<file path="src/rtl/dmem_debug_port.sv">
// Host-side loader/unloader for nand_cpu: WRITE fills D_MEM, RUN releases the core until halt/timeout, DUMP streams D_MEM back.
// WRITE takes 2 cycles per word, DUMP 3 cycles per word; response beats hold until rsp_ready, commands are taken only in IDLE.
module dmem_debug_port #(
  parameter int          ADDR_W     = 16,
  parameter int          DATA_W     = 16,
  parameter int unsigned MAX_CYCLES = 65535
) (
  input  logic              clk,
  input  logic              rst,
  input  logic              cmd_valid,
  output logic              cmd_ready,
  input  logic [1:0]        cmd_op,
  input  logic [ADDR_W-1:0] cmd_addr,
  input  logic [DATA_W-1:0] cmd_data,
  output logic              rsp_valid,
  input  logic              rsp_ready,
  output logic [DATA_W-1:0] rsp_data,
  output logic              rsp_last,
  output logic              rsp_err,
  output logic              cpu_n_rst,
  input  logic              cpu_halt,
  output logic              mem_we,
  output logic [ADDR_W-1:0] mem_addr,
  output logic [DATA_W-1:0] mem_wdata,
  input  logic [DATA_W-1:0] mem_rdata
);

  typedef enum logic [2:0] {
    S_IDLE,
    S_WRITE,
    S_RUN,
    S_DUMP_RD,
    S_DUMP_WAIT,
    S_RSP
  } state_t;

  localparam logic [63:0] DATA_MAX = (64'd1 << DATA_W) - 64'd1;

  state_t              state_q, state_d;
  logic                cmd_ready_q, cmd_ready_d;
  logic [ADDR_W-1:0]   addr_q, addr_d;
  // Holds WRITE data, or the words still to send during a DUMP.
  logic [DATA_W-1:0]   data_q, data_d;
  logic [31:0]         cnt_q, cnt_d;
  logic                rsp_valid_q, rsp_valid_d;
  logic [DATA_W-1:0]   rsp_data_q, rsp_data_d;
  logic                rsp_last_q, rsp_last_d;
  logic                rsp_err_q, rsp_err_d;

  always_ff @(posedge clk or posedge rst) begin
    if (rst) begin
      state_q     <= S_IDLE;
      cmd_ready_q <= 1'b0;
      addr_q      <= '0;
      data_q      <= '0;
      cnt_q       <= '0;
      rsp_valid_q <= 1'b0;
      rsp_data_q  <= '0;
      rsp_last_q  <= 1'b0;
      rsp_err_q   <= 1'b0;
    end else begin
      state_q     <= state_d;
      cmd_ready_q <= cmd_ready_d;
      addr_q      <= addr_d;
      data_q      <= data_d;
      cnt_q       <= cnt_d;
      rsp_valid_q <= rsp_valid_d;
      rsp_data_q  <= rsp_data_d;
      rsp_last_q  <= rsp_last_d;
      rsp_err_q   <= rsp_err_d;
    end
  end

  always_comb begin
    state_d     = state_q;
    addr_d      = addr_q;
    data_d      = data_q;
    cnt_d       = cnt_q;
    rsp_valid_d = rsp_valid_q;
    rsp_data_d  = rsp_data_q;
    rsp_last_d  = rsp_last_q;
    rsp_err_d   = rsp_err_q;
    mem_we      = 1'b0;
    mem_addr    = '0;
    mem_wdata   = '0;
    cpu_n_rst   = 1'b0;

    case (state_q)
      S_IDLE: begin
        if (cmd_valid && cmd_ready_q) begin
          addr_d = cmd_addr;
          data_d = cmd_data;
          case (cmd_op)
            2'd0: state_d = S_WRITE;
            2'd1: begin
              state_d = S_RUN;
              cnt_d   = 32'd1;
            end
            2'd2: begin
              if (cmd_data == '0) begin
                state_d     = S_RSP;
                rsp_valid_d = 1'b1;
                rsp_data_d  = '0;
                rsp_last_d  = 1'b1;
                rsp_err_d   = 1'b0;
              end else begin
                state_d = S_DUMP_RD;
              end
            end
            default: begin
              state_d     = S_RSP;
              rsp_valid_d = 1'b1;
              rsp_data_d  = '0;
              rsp_last_d  = 1'b1;
              rsp_err_d   = 1'b1;
            end
          endcase
        end
      end

      S_WRITE: begin
        mem_we    = 1'b1;
        mem_addr  = addr_q;
        mem_wdata = data_q;
        state_d   = S_IDLE;
      end

      S_RUN: begin
        cpu_n_rst = 1'b1;
        // Halt wins over a coincident timeout.
        if (cpu_halt || (cnt_q >= MAX_CYCLES)) begin
          state_d     = S_RSP;
          rsp_valid_d = 1'b1;
          rsp_data_d  = ({32'd0, cnt_q} > DATA_MAX) ? '1 : cnt_q[DATA_W-1:0];
          rsp_last_d  = 1'b1;
          rsp_err_d   = !cpu_halt;
        end else begin
          cnt_d = cnt_q + 32'd1;
        end
      end

      S_DUMP_RD: begin
        mem_addr = addr_q;
        state_d  = S_DUMP_WAIT;
      end

      S_DUMP_WAIT: begin
        // First cycle here sees the synchronous read data; afterwards wait for the handshake.
        if (!rsp_valid_q) begin
          rsp_valid_d = 1'b1;
          rsp_data_d  = mem_rdata;
          rsp_last_d  = (data_q == DATA_W'(1));
          rsp_err_d   = 1'b0;
        end else if (rsp_ready) begin
          rsp_valid_d = 1'b0;
          rsp_last_d  = 1'b0;
          addr_d      = addr_q + ADDR_W'(1);
          data_d      = data_q - DATA_W'(1);
          state_d     = rsp_last_q ? S_IDLE : S_DUMP_RD;
        end
      end

      S_RSP: begin
        if (rsp_ready) begin
          rsp_valid_d = 1'b0;
          rsp_last_d  = 1'b0;
          rsp_err_d   = 1'b0;
          state_d     = S_IDLE;
        end
      end

      default: state_d = S_IDLE;
    endcase
  end

  assign cmd_ready_d = (state_d == S_IDLE);

  assign cmd_ready = cmd_ready_q;
  assign rsp_valid = rsp_valid_q;
  assign rsp_data  = rsp_data_q;
  assign rsp_last  = rsp_last_q;
  assign rsp_err   = rsp_err_q;

endmodule

</file>
<file path="config.mk">
export PLATFORM = sky130hd
export DESIGN_NAME = dmem_debug_port
export DESIGN_NICKNAME = d
export VERILOG_FILES = /design/src/rtl/dmem_debug_port.sv
export SDC_FILE = /design/constraint.sdc
export NUM_CORES = 1
export LEC_CHECK = 0
export BUFFER_PORTS_ARGS = -buffer_cell sky130_fd_sc_hd__buf_2
export CAP_MARGIN = 0
export CORE_ASPECT_RATIO = 1.5
export CORE_MARGIN = 4
export CORE_UTILIZATION = 59
export DETAILED_ROUTE_END_ITERATION = 16
export GPL_TIMING_DRIVEN = 0
export PLACE_DENSITY = 0.86
export SLEW_MARGIN = 20
export SYNTH_ARGS = -nofsm -noshare
export SYNTH_HDL_FRONTEND = slang
export SYNTH_SLANG_ARGS = --single-unit
</file>
<file path="constraint.sdc">
create_clock -name clk -period 4.34 [get_ports clk]
set_clock_uncertainty 0.15 [all_clocks]
set_input_delay 0.434 -clock clk [delete_from_list [all_inputs] [get_ports clk]]
set_output_delay 0.434 -clock clk [all_outputs]
set_load 0.05 [all_outputs]
</file>
==> impl_metrics.xml, run 1 <==
<?xml version="1.0" encoding="UTF-8"?>
<metrics>
  <group name="cts">
    <metric name="tritoncts" unit="">built</metric>
    <metric name="ctsResizeCount" unit="">0</metric>
    <metric name="cts_hold_buf" unit="">1</metric>
    <metric name="root_buffer" unit="">clkbuf_16</metric>
    <metric name="htree_levels" unit="">3</metric>
    <metric name="cts_sinks" unit="">87</metric>
    <metric name="path_clk_slew" unit="ns">0.07</metric>
    <metric name="post_cts_buffers" unit="">0</metric>
    <metric name="insertion_delay" unit="ns">0.35</metric>
    <metric name="cts_inserted_buffers" unit="">9</metric>
    <metric name="clock_tree.buffer_depth" unit="">2</metric>
  </group>
  <group name="setup_path">
    <metric name="crit_start" unit="">state_q[1]$_DFF_PP0_</metric>
    <metric name="reg2reg_to" unit="">rsp_data[6]$_DFFE_PP0P_</metric>
    <metric name="cp-start-kind" unit="">flop</metric>
    <metric name="critPathCapture" unit="">cpu_n_rst</metric>
    <metric name="worstSetupEndpointType" unit="">primary output</metric>
    <metric name="reg2reg_depth" unit="">7</metric>
    <metric name="critical_r2r_launch" unit="">cnt_q[0]$_DFFE_PP0P_</metric>
    <metric name="cp_max_fo" unit="">10</metric>
    <metric name="critPathArrivalTime" unit="ns">2.60</metric>
    <metric name="regToRegSetupSlack" unit="ns">1.29</metric>
    <metric name="worst-endpoint-required" unit="ns">3.76</metric>
    <metric name="category_of_the_most_critical_setup_path" unit="">flop to primary output</metric>
  </group>
  <group name="cells_and_area">
    <metric name="final_layout_size_suffix_gt1_frac" unit="">0.222</metric>
    <metric name="final_common_cell" unit="">buf_2</metric>
    <metric name="layout_common_cells" unit="">109 x buf_2, 87 x dfrtp_1, 69 x nand2_1</metric>
    <metric name="flow.area_growth_from_synthesis" unit="%">20.3</metric>
    <metric name="insertedDiodeCount" unit="">0</metric>
    <metric name="finish.net_count" unit="">749</metric>
    <metric name="number_of_standard_cells_in_the_final_layout_excluding_fillers" unit="">799</metric>
  </group>
  <group name="synthesis">
    <metric name="synth.cell_area" unit="um^2">4970</metric>
    <metric name="mux_contribution_to_synthesized_area" unit="">0.0426</metric>
    <metric name="synth-seq-cells" unit="">87</metric>
    <metric name="ys_warn_count" unit="">0</metric>
    <metric name="synthesis.instances" unit="">568</metric>
    <metric name="synth-seq-area-share" unit="">0.438</metric>
    <metric name="synth_async_sr_flop_share" unit="">1.00</metric>
    <metric name="post_synth_and_or_nand_nor_area_fraction" unit="">0.259</metric>
    <metric name="syn_avg_cell_area" unit="um^2">8.75</metric>
    <metric name="synth-adder-area-share" unit="">0.0126</metric>
    <metric name="synth_area_in_compound_gates" unit="">0.208</metric>
    <metric name="edff_count_synth" unit="">0</metric>
    <metric name="yosys.area_share.xor_xnor" unit="">0.00176</metric>
    <metric name="netlist-cell-type-count" unit="">53</metric>
    <metric name="post_synth_top_flop" unit="">dfrtp_1</metric>
    <metric name="largest_family_of_logic_cells_by_synthesized_area" unit="">simple AND/OR/NAND/NOR gates</metric>
    <metric name="synthesis.nets" unit="">628</metric>
  </group>
  <group name="power">
    <metric name="leakage_power" unit="nW">2.84</metric>
    <metric name="seq_power_share" unit="">0.318</metric>
    <metric name="cellPowerDensity" unit="nW/um^2">698</metric>
    <metric name="combPwrFrac" unit="">0.492</metric>
    <metric name="switching_power_as_a_share_of_total_power" unit="">0.488</metric>
    <metric name="cell_internal_pwr" unit="W">0.00214</metric>
    <metric name="peakVddDrop" unit="mV">0.427</metric>
    <metric name="switchingPower" unit="W">0.00204</metric>
    <metric name="power_frac_clock" unit="">0.190</metric>
  </group>
  <group name="sta">
    <metric name="fmax" unit="MHz">314</metric>
    <metric name="slew_headroom" unit="">0.448</metric>
    <metric name="period_minus_slack" unit="ns">3.19</metric>
    <metric name="tightestPinTransition" unit="ns">0.824</metric>
    <metric name="fin_setup_tns" unit="ns">0</metric>
    <metric name="timing_max_transition_violations_final" unit="">0</metric>
    <metric name="rsz0062_at_grt" unit="">false</metric>
    <metric name="hold_viol_final" unit="">0</metric>
    <metric name="layout_worst_path_cycle_share" unit="">0.734</metric>
    <metric name="finalSetupViolCount" unit="">0</metric>
  </group>
  <group name="global_routing">
    <metric name="met1_usage" unit="">0.341</metric>
    <metric name="grt_met3_use" unit="">0.0613</metric>
    <metric name="grtUsageTotal" unit="">0.304</metric>
    <metric name="first_global_vias" unit="">5176</metric>
    <metric name="grt-ovfl-total" unit="">0</metric>
    <metric name="grtUsageMet2" unit="">0.534</metric>
    <metric name="grt_max_degree" unit="">60</metric>
    <metric name="globalRoute.busiestLayer" unit="">met2</metric>
    <metric name="grt_first_pass_wirelength" unit="um">24700</metric>
    <metric name="grt_antenna_before_repair" unit="">0</metric>
  </group>
  <group name="die">
    <metric name="ios" unit="">109</metric>
    <metric name="fp.dieArea" unit="um^2">9980</metric>
    <metric name="floorplan.die.width" unit="um">82.9</metric>
    <metric name="initial_core_util" unit="">0.613</metric>
    <metric name="die_height" unit="um">120</metric>
    <metric name="fp-row-count" unit="">40</metric>
    <metric name="placeableCoreArea" unit="um^2">8110</metric>
  </group>
  <group name="routing">
    <metric name="detail_route.wl_per_cell" unit="um">18.8</metric>
    <metric name="route.vias.total" unit="">5063</metric>
    <metric name="postRouteAntennaNets" unit="">0</metric>
    <metric name="drc" unit="">0</metric>
    <metric name="routed_vias_inst" unit="">6.34</metric>
    <metric name="firstDrtPassIters" unit="">5</metric>
    <metric name="postRouteWirelength" unit="um">15000</metric>
    <metric name="first_iter_violations" unit="">384</metric>
  </group>
  <group name="placement">
    <metric name="place_congestion" unit="">0.929</metric>
    <metric name="place.port_buffers" unit="">108</metric>
    <metric name="dp.final_hpwl" unit="um">11100</metric>
    <metric name="numPlacedInstances" unit="">782</metric>
  </group>
  <group name="hold_path">
    <metric name="timing.hold.worst.class" unit="">primary input to flop</metric>
  </group>
  <group name="run_status">
    <metric name="result_of_the_run" unit="">finished clean</metric>
  </group>
  <group name="flow_run">
    <metric name="cap_viol_max_count" unit="">0</metric>
  </group>
</metrics>
[how the worst min path moves through the flow]
stage / from / cells after the start / to / slack [ns]
floorplan: cnt_q[16]$_DFFE_PP0P_ / 1 / cnt_q[16]$_DFFE_PP0P_ / 0.30
global placement: cnt_q[19]$_DFFE_PP0P_ / 1 / cnt_q[19]$_DFFE_PP0P_ / 0.32
detailed placement: rst / 2 / data_q[3]$_DFFE_PP0P_ / 0.31
CTS: cmd_addr[0] / 3 / addr_q[0]$_DFFE_PP0P_ / 0.15
global route: cmd_addr[0] / 3 / addr_q[0]$_DFFE_PP0P_ / 0.19
finish: cmd_addr[0] / 3 / addr_q[0]$_DFFE_PP0P_ / 0.15
[state kept, by name, summed over array words and instances, names as in the netlist]
name and cells:
rsp_valid 1, rsp_data 16, state_q 3, addr_q 16, rsp_err 1, cnt_q 32
data_q 16, cmd_ready 1, rsp_last 1
[per-stage QoR]
| stage | cell area, um^2 | utilization | power [W] | setup WS (ns) | hold WS, ns |
|---|---|---|---|---|---|
| floorplan | 4970 | - | 0.00279 | 1.51 | 0.304 |
| global placement | 5640 | 0.696 | 0.00330 | 0.506 | 0.319 |
| detailed placement | 5670 | 0.699 | 0.00336 | 1.31 | 0.311 |
| CTS | 5980 | 0.737 | 0.00415 | 1.18 | 0.153 |
| global route | 5980 | 0.737 | 0.00440 | 0.973 | 0.189 |
| finish | 5980 | 0.737 | 0.00417 | 1.15 | 0.151 |
[logic make-up (layout without fill, tap and decap cells)]
family	Yosys count	in the layout
and+or+nand+nor	246	246
AOI/OAI and AO/OA	161	161
DFF	87	87
buffers and inverters	49	175
muxes	19	19
adders and majority gates	5	5
xor gates and xnor gates	1	1
[cell usage after synthesis, drive strengths merged (3+ instances only)]
master   count  area [um^2]
dfrtp       87         2180
nor2b        3         18.8
nor4        14         87.6
mux2        17          191
o22ai       10         62.6
ha           5         62.6
or3          8         50.1
buf          4         23.8
nand3       11         55.1
and3        21          131
nand4       12         81.3
o211ai       3         22.5
a2bb2oi      7         61.3
o31ai       10         80.1
a31oi        7         43.8
inv         12         45.0
clkbuf      33          124
nor3        19          100
a21oi       48          240
o22a         5         43.8
nand2       69          259
o2bb2ai      4         35.0
or4          9         67.6
nor2        33          124
o21ai       46          230
and2        36          225
o41ai        3         45.1
a22oi        6         45.0
[layer usage]
metal	up-vias	wire [um]
li1	2328	-
met1	2400	5460
met2	268	7760
met3	67	1120
met4	0	699
met5	-	0
[power groups by stage]
stage                     Sequential [W]  Clock, W  Combinational [W]
after global placement           0.00132         0            0.00198
after floorplan                  0.00153         0            0.00126
after CTS                        0.00132  0.000790            0.00204
after detailed placement         0.00133         0            0.00203
after global routing             0.00137  0.000833            0.00220
final                            0.00133  0.000791            0.00205
[area by class of cell]
cell class | instances | area (um^2)
multi-input cells | 432 | 2600
flip-flops and latches | 87 | 2180
fillers | 647 | 2130
repair buffers | 110 | 578
clock buffers | 9 | 225
plain buffers | 37 | 148
well taps | 105 | 131
clock inverters | 7 | 72.6
inverters | 12 | 47.5
[critical path, stage by stage (launching register included)]
cell and delay [ns]:
dfrtp_1 0.32, buf_2 0.18, inv_1 0.19, or3_1 0.45, clkbuf_1 0.27, inv_1 0.12, clkbuf_1 0.37, buf_2 0.35
No activity file was read; power rests on OpenSTA's default activity.
==> inputs of run 2 (changes only) <==
--- a/config.mk
+++ b/config.mk
@@ -9,10 +9,10 @@
 export CAP_MARGIN = 0
 export CORE_ASPECT_RATIO = 1.5
 export CORE_MARGIN = 4
-export CORE_UTILIZATION = 59
+export CORE_UTILIZATION = 55
 export DETAILED_ROUTE_END_ITERATION = 16
 export GPL_TIMING_DRIVEN = 0
-export PLACE_DENSITY = 0.86
+export PLACE_DENSITY = 0.81
 export SLEW_MARGIN = 20
 export SYNTH_ARGS = -nofsm -noshare
 export SYNTH_HDL_FRONTEND = slang
==> constraint.sdc (replaced) <==
create_clock -name clk -period 3.12 [get_ports clk]
set_clock_uncertainty 0.15 [all_clocks]
set_input_delay 0.312 -clock clk [delete_from_list [all_inputs] [get_ports clk]]
set_output_delay 0.312 -clock clk [all_outputs]
set_load 0.05 [all_outputs]
==> impl_metrics.xml, run 2 (synthesis gave the netlist of run 1 again) <==
<?xml version="1.0" encoding="UTF-8"?>
<metrics>
  <group name="setup_path">
    <metric name="cp_max_fo" unit="">10</metric>
    <metric name="cp_top_family" unit="">buffers and inverters</metric>
    <metric name="reg2reg_depth" unit="">8</metric>
    <metric name="critical_path.n_buffers_inverters" unit="">4</metric>
    <metric name="worstSetupEndpointType" unit="">primary output</metric>
    <metric name="critPathMaxStageDelay" unit="ns">0.39</metric>
    <metric name="cp-start-kind" unit="">flop</metric>
    <metric name="critical_path.cell_chain" unit="">clkbuf_1 -&gt; nor2b_1 -&gt; clkbuf_2 -&gt; clkbuf_1 -&gt; and3_1 -&gt; buf_2</metric>
    <metric name="worst-endpoint-required" unit="ns">2.66</metric>
    <metric name="category_of_the_most_critical_setup_path" unit="">flop to primary output</metric>
    <metric name="regToRegSetupSlack" unit="ns">0.33</metric>
    <metric name="critPathArrivalTime" unit="ns">2.40</metric>
    <metric name="cp_common_cell" unit="">clkbuf_1</metric>
    <metric name="reg2reg_to" unit="">rsp_data[1]$_DFFE_PP0P_</metric>
    <metric name="cpMaxStageDelayCell" unit="">clkbuf_1</metric>
    <metric name="critical_r2r_launch" unit="">cnt_q[0]$_DFFE_PP0P_</metric>
  </group>
  <group name="cts">
    <metric name="path_clk_slew" unit="ns">0.06</metric>
    <metric name="clock_tree.buffer_depth" unit="">2</metric>
    <metric name="cts_sinks" unit="">87</metric>
    <metric name="cts_inserted_buffers" unit="">9</metric>
    <metric name="insertion_delay" unit="ns">0.34</metric>
    <metric name="tritoncts" unit="">built</metric>
    <metric name="root_buffer" unit="">clkbuf_16</metric>
    <metric name="htree_levels" unit="">3</metric>
  </group>
  <group name="placement">
    <metric name="place_congestion" unit="">0.917</metric>
    <metric name="place.port_buffers" unit="">108</metric>
    <metric name="placement.cell_area" unit="um^2">5680</metric>
    <metric name="dp.final_hpwl" unit="um">10900</metric>
    <metric name="pre_cts_ws" unit="ns">0.0870</metric>
  </group>
  <group name="sta">
    <metric name="timing_max_transition_violations_final" unit="">0</metric>
    <metric name="fin_hold_ws" unit="ns">0.0492</metric>
    <metric name="tightestPinTransition" unit="ns">0.765</metric>
    <metric name="fmax" unit="MHz">350</metric>
    <metric name="rsz0062_at_grt" unit="">false</metric>
    <metric name="finalSetupViolCount" unit="">0</metric>
    <metric name="setup_ws" unit="ns">0.260</metric>
    <metric name="period_minus_slack" unit="ns">2.86</metric>
    <metric name="hold_viol_final" unit="">0</metric>
    <metric name="slew_headroom" unit="">0.487</metric>
    <metric name="layout_worst_path_cycle_share" unit="">0.917</metric>
    <metric name="fin_setup_tns" unit="ns">0</metric>
  </group>
  <group name="power">
    <metric name="leakage_power" unit="nW">2.87</metric>
    <metric name="peakVddDrop" unit="mV">0.490</metric>
    <metric name="cellPowerDensity" unit="nW/um^2">967</metric>
  </group>
  <group name="global_routing">
    <metric name="grt_antenna_before_repair" unit="">0</metric>
    <metric name="grt-ovfl-total" unit="">0</metric>
    <metric name="grt_first_pass_wirelength" unit="um">24100</metric>
    <metric name="grt_max_degree" unit="">57</metric>
    <metric name="grtUsageTotal" unit="">0.281</metric>
    <metric name="first_global_vias" unit="">4963</metric>
  </group>
  <group name="die">
    <metric name="fp-row-count" unit="">42</metric>
    <metric name="initial_core_util" unit="">0.563</metric>
    <metric name="fp.dieArea" unit="um^2">10600</metric>
    <metric name="ios" unit="">109</metric>
    <metric name="floorplan.die.width" unit="um">85.6</metric>
    <metric name="placeableCoreArea" unit="um^2">8830</metric>
    <metric name="die_height" unit="um">124</metric>
  </group>
  <group name="routing">
    <metric name="detail_route.wl_per_cell" unit="um">18.2</metric>
    <metric name="first_iter_violations" unit="">352</metric>
    <metric name="drc" unit="">0</metric>
    <metric name="route.vias.total" unit="">5057</metric>
    <metric name="firstDrtPassIters" unit="">6</metric>
    <metric name="routed_vias_inst" unit="">6.27</metric>
    <metric name="postRouteWirelength" unit="um">14700</metric>
    <metric name="postRouteAntennaNets" unit="">0</metric>
  </group>
  <group name="flow_run">
    <metric name="cap_viol_max_count" unit="">0</metric>
  </group>
  <group name="run_status">
    <metric name="result_of_the_run" unit="">finished clean</metric>
  </group>
  <group name="hold_path">
    <metric name="timing.hold.worst.class" unit="">primary input to flop</metric>
    <metric name="hold_path.startpoint" unit="">cmd_addr[0]</metric>
    <metric name="worst_hold_path.endpoint" unit="">addr_q[0]$_DFFE_PP0P_</metric>
    <metric name="timing.hold.worst_path_depth" unit="">3</metric>
  </group>
  <group name="cells_and_area">
    <metric name="insertedDiodeCount" unit="">0</metric>
    <metric name="flow.area_growth_from_synthesis" unit="%">21.2</metric>
    <metric name="largest_register_ff_count" unit="">32</metric>
    <metric name="register_ranked_first_by_flip_flop_count" unit="">cnt_q</metric>
    <metric name="layout.cell_area.non_filler" unit="um^2">6020</metric>
    <metric name="fillCellCount" unit="">730</metric>
    <metric name="final_common_cell" unit="">buf_2</metric>
    <metric name="finish.net_count" unit="">752</metric>
    <metric name="layout_common_cells" unit="">109 x buf_2, 87 x dfrtp_1, 69 x nand2_1</metric>
    <metric name="layout.core_utilization" unit="">0.682</metric>
    <metric name="final_layout_size_suffix_gt1_frac" unit="">0.228</metric>
  </group>
</metrics>
[run 2: what timing repair did]
| action | 4_1_cts | 5_1_grt |
|---|---|---|
| resized for setup | 0 | 3 |
| buffers inserted | 0 | 4 |
| hold buffers | 1 | 0 |
| hold endpoints to repair | 31 | 0 |
| setup endpoints to repair | 0 | 32 |
[run 2: per-layer routing]
layer,vias up,part of all wire,GRT usage
met2,235,0.52,0.483
met3,59,0.069,0.0457
met1,2422,0.36,0.330
met5,-,0,0
met4,0,0.046,0.146
li1,2341,-,-
[run 2: worst register-to-register path: cells and delay by family (launching register included)]
kind	cells	cell delay, ns
simple gates	2	0.39
mux	1	0.34
fa+ha+maj	1	0.25
flops	1	0.42
buf+inv	2	0.36
compound gates	2	0.75
[run 2: how the worst max path moves through the flow]
stage / startpoint / end / slack (ns) / depth (start not counted)
3_3_place_gp: rst / rsp_data[4]$_DFFE_PP0P_ / -0.67 / 2
6_report: state_q[0]$_DFF_PP0_ / mem_wdata[13] / 0.26 / 6
2_1_floorplan: rst / addr_q[0]$_DFFE_PP0P_ / 0.41 / 1
3_5_place_dp: cnt_q[0]$_DFFE_PP0P_ / rsp_data[0]$_DFFE_PP0P_ / 0.09 / 7
5_1_grt: state_q[1]$_DFF_PP0_ / cpu_n_rst / 0.09 / 6
4_1_cts: cnt_q[0]$_DFFE_PP0P_ / rsp_data[0]$_DFFE_PP0P_ / 0.06 / 7
[run 2: final cells by class]
cell class | instances | area (um^2) | share of cell area
inverters | 12 | 47.5 | 0.00790
flip-flops and latches | 87 | 2180 | 0.362
well taps | 110 | 138 | 0.0229
clock buffers | 11 | 243 | 0.0403
multi-input cells | 432 | 2600 | 0.433
clock inverters | 5 | 57.6 | 0.00956
plain buffers | 36 | 145 | 0.0241
repair buffers | 114 | 608 | 0.101
[run 2: metrics by stage]
step	std cells	total power (W)
after global placement	786	0.00458
after CTS	804	0.00577
after detailed placement	787	0.00466
after global routing	807	0.00616
final	807	0.00582
after floorplan	568	0.00389
[run 2: power breakdown]
| group | total [W] | internal, W | switching [W] | leakage (nW) |
|---|---|---|---|---|
| Combinational | 0.00289 | 0.000923 | 0.00197 | 1.61 |
| Clock | 0.00109 | 0.000643 | 0.000451 | 0.149 |
| Sequential | 0.00184 | 0.00147 | 0.000363 | 1.12 |
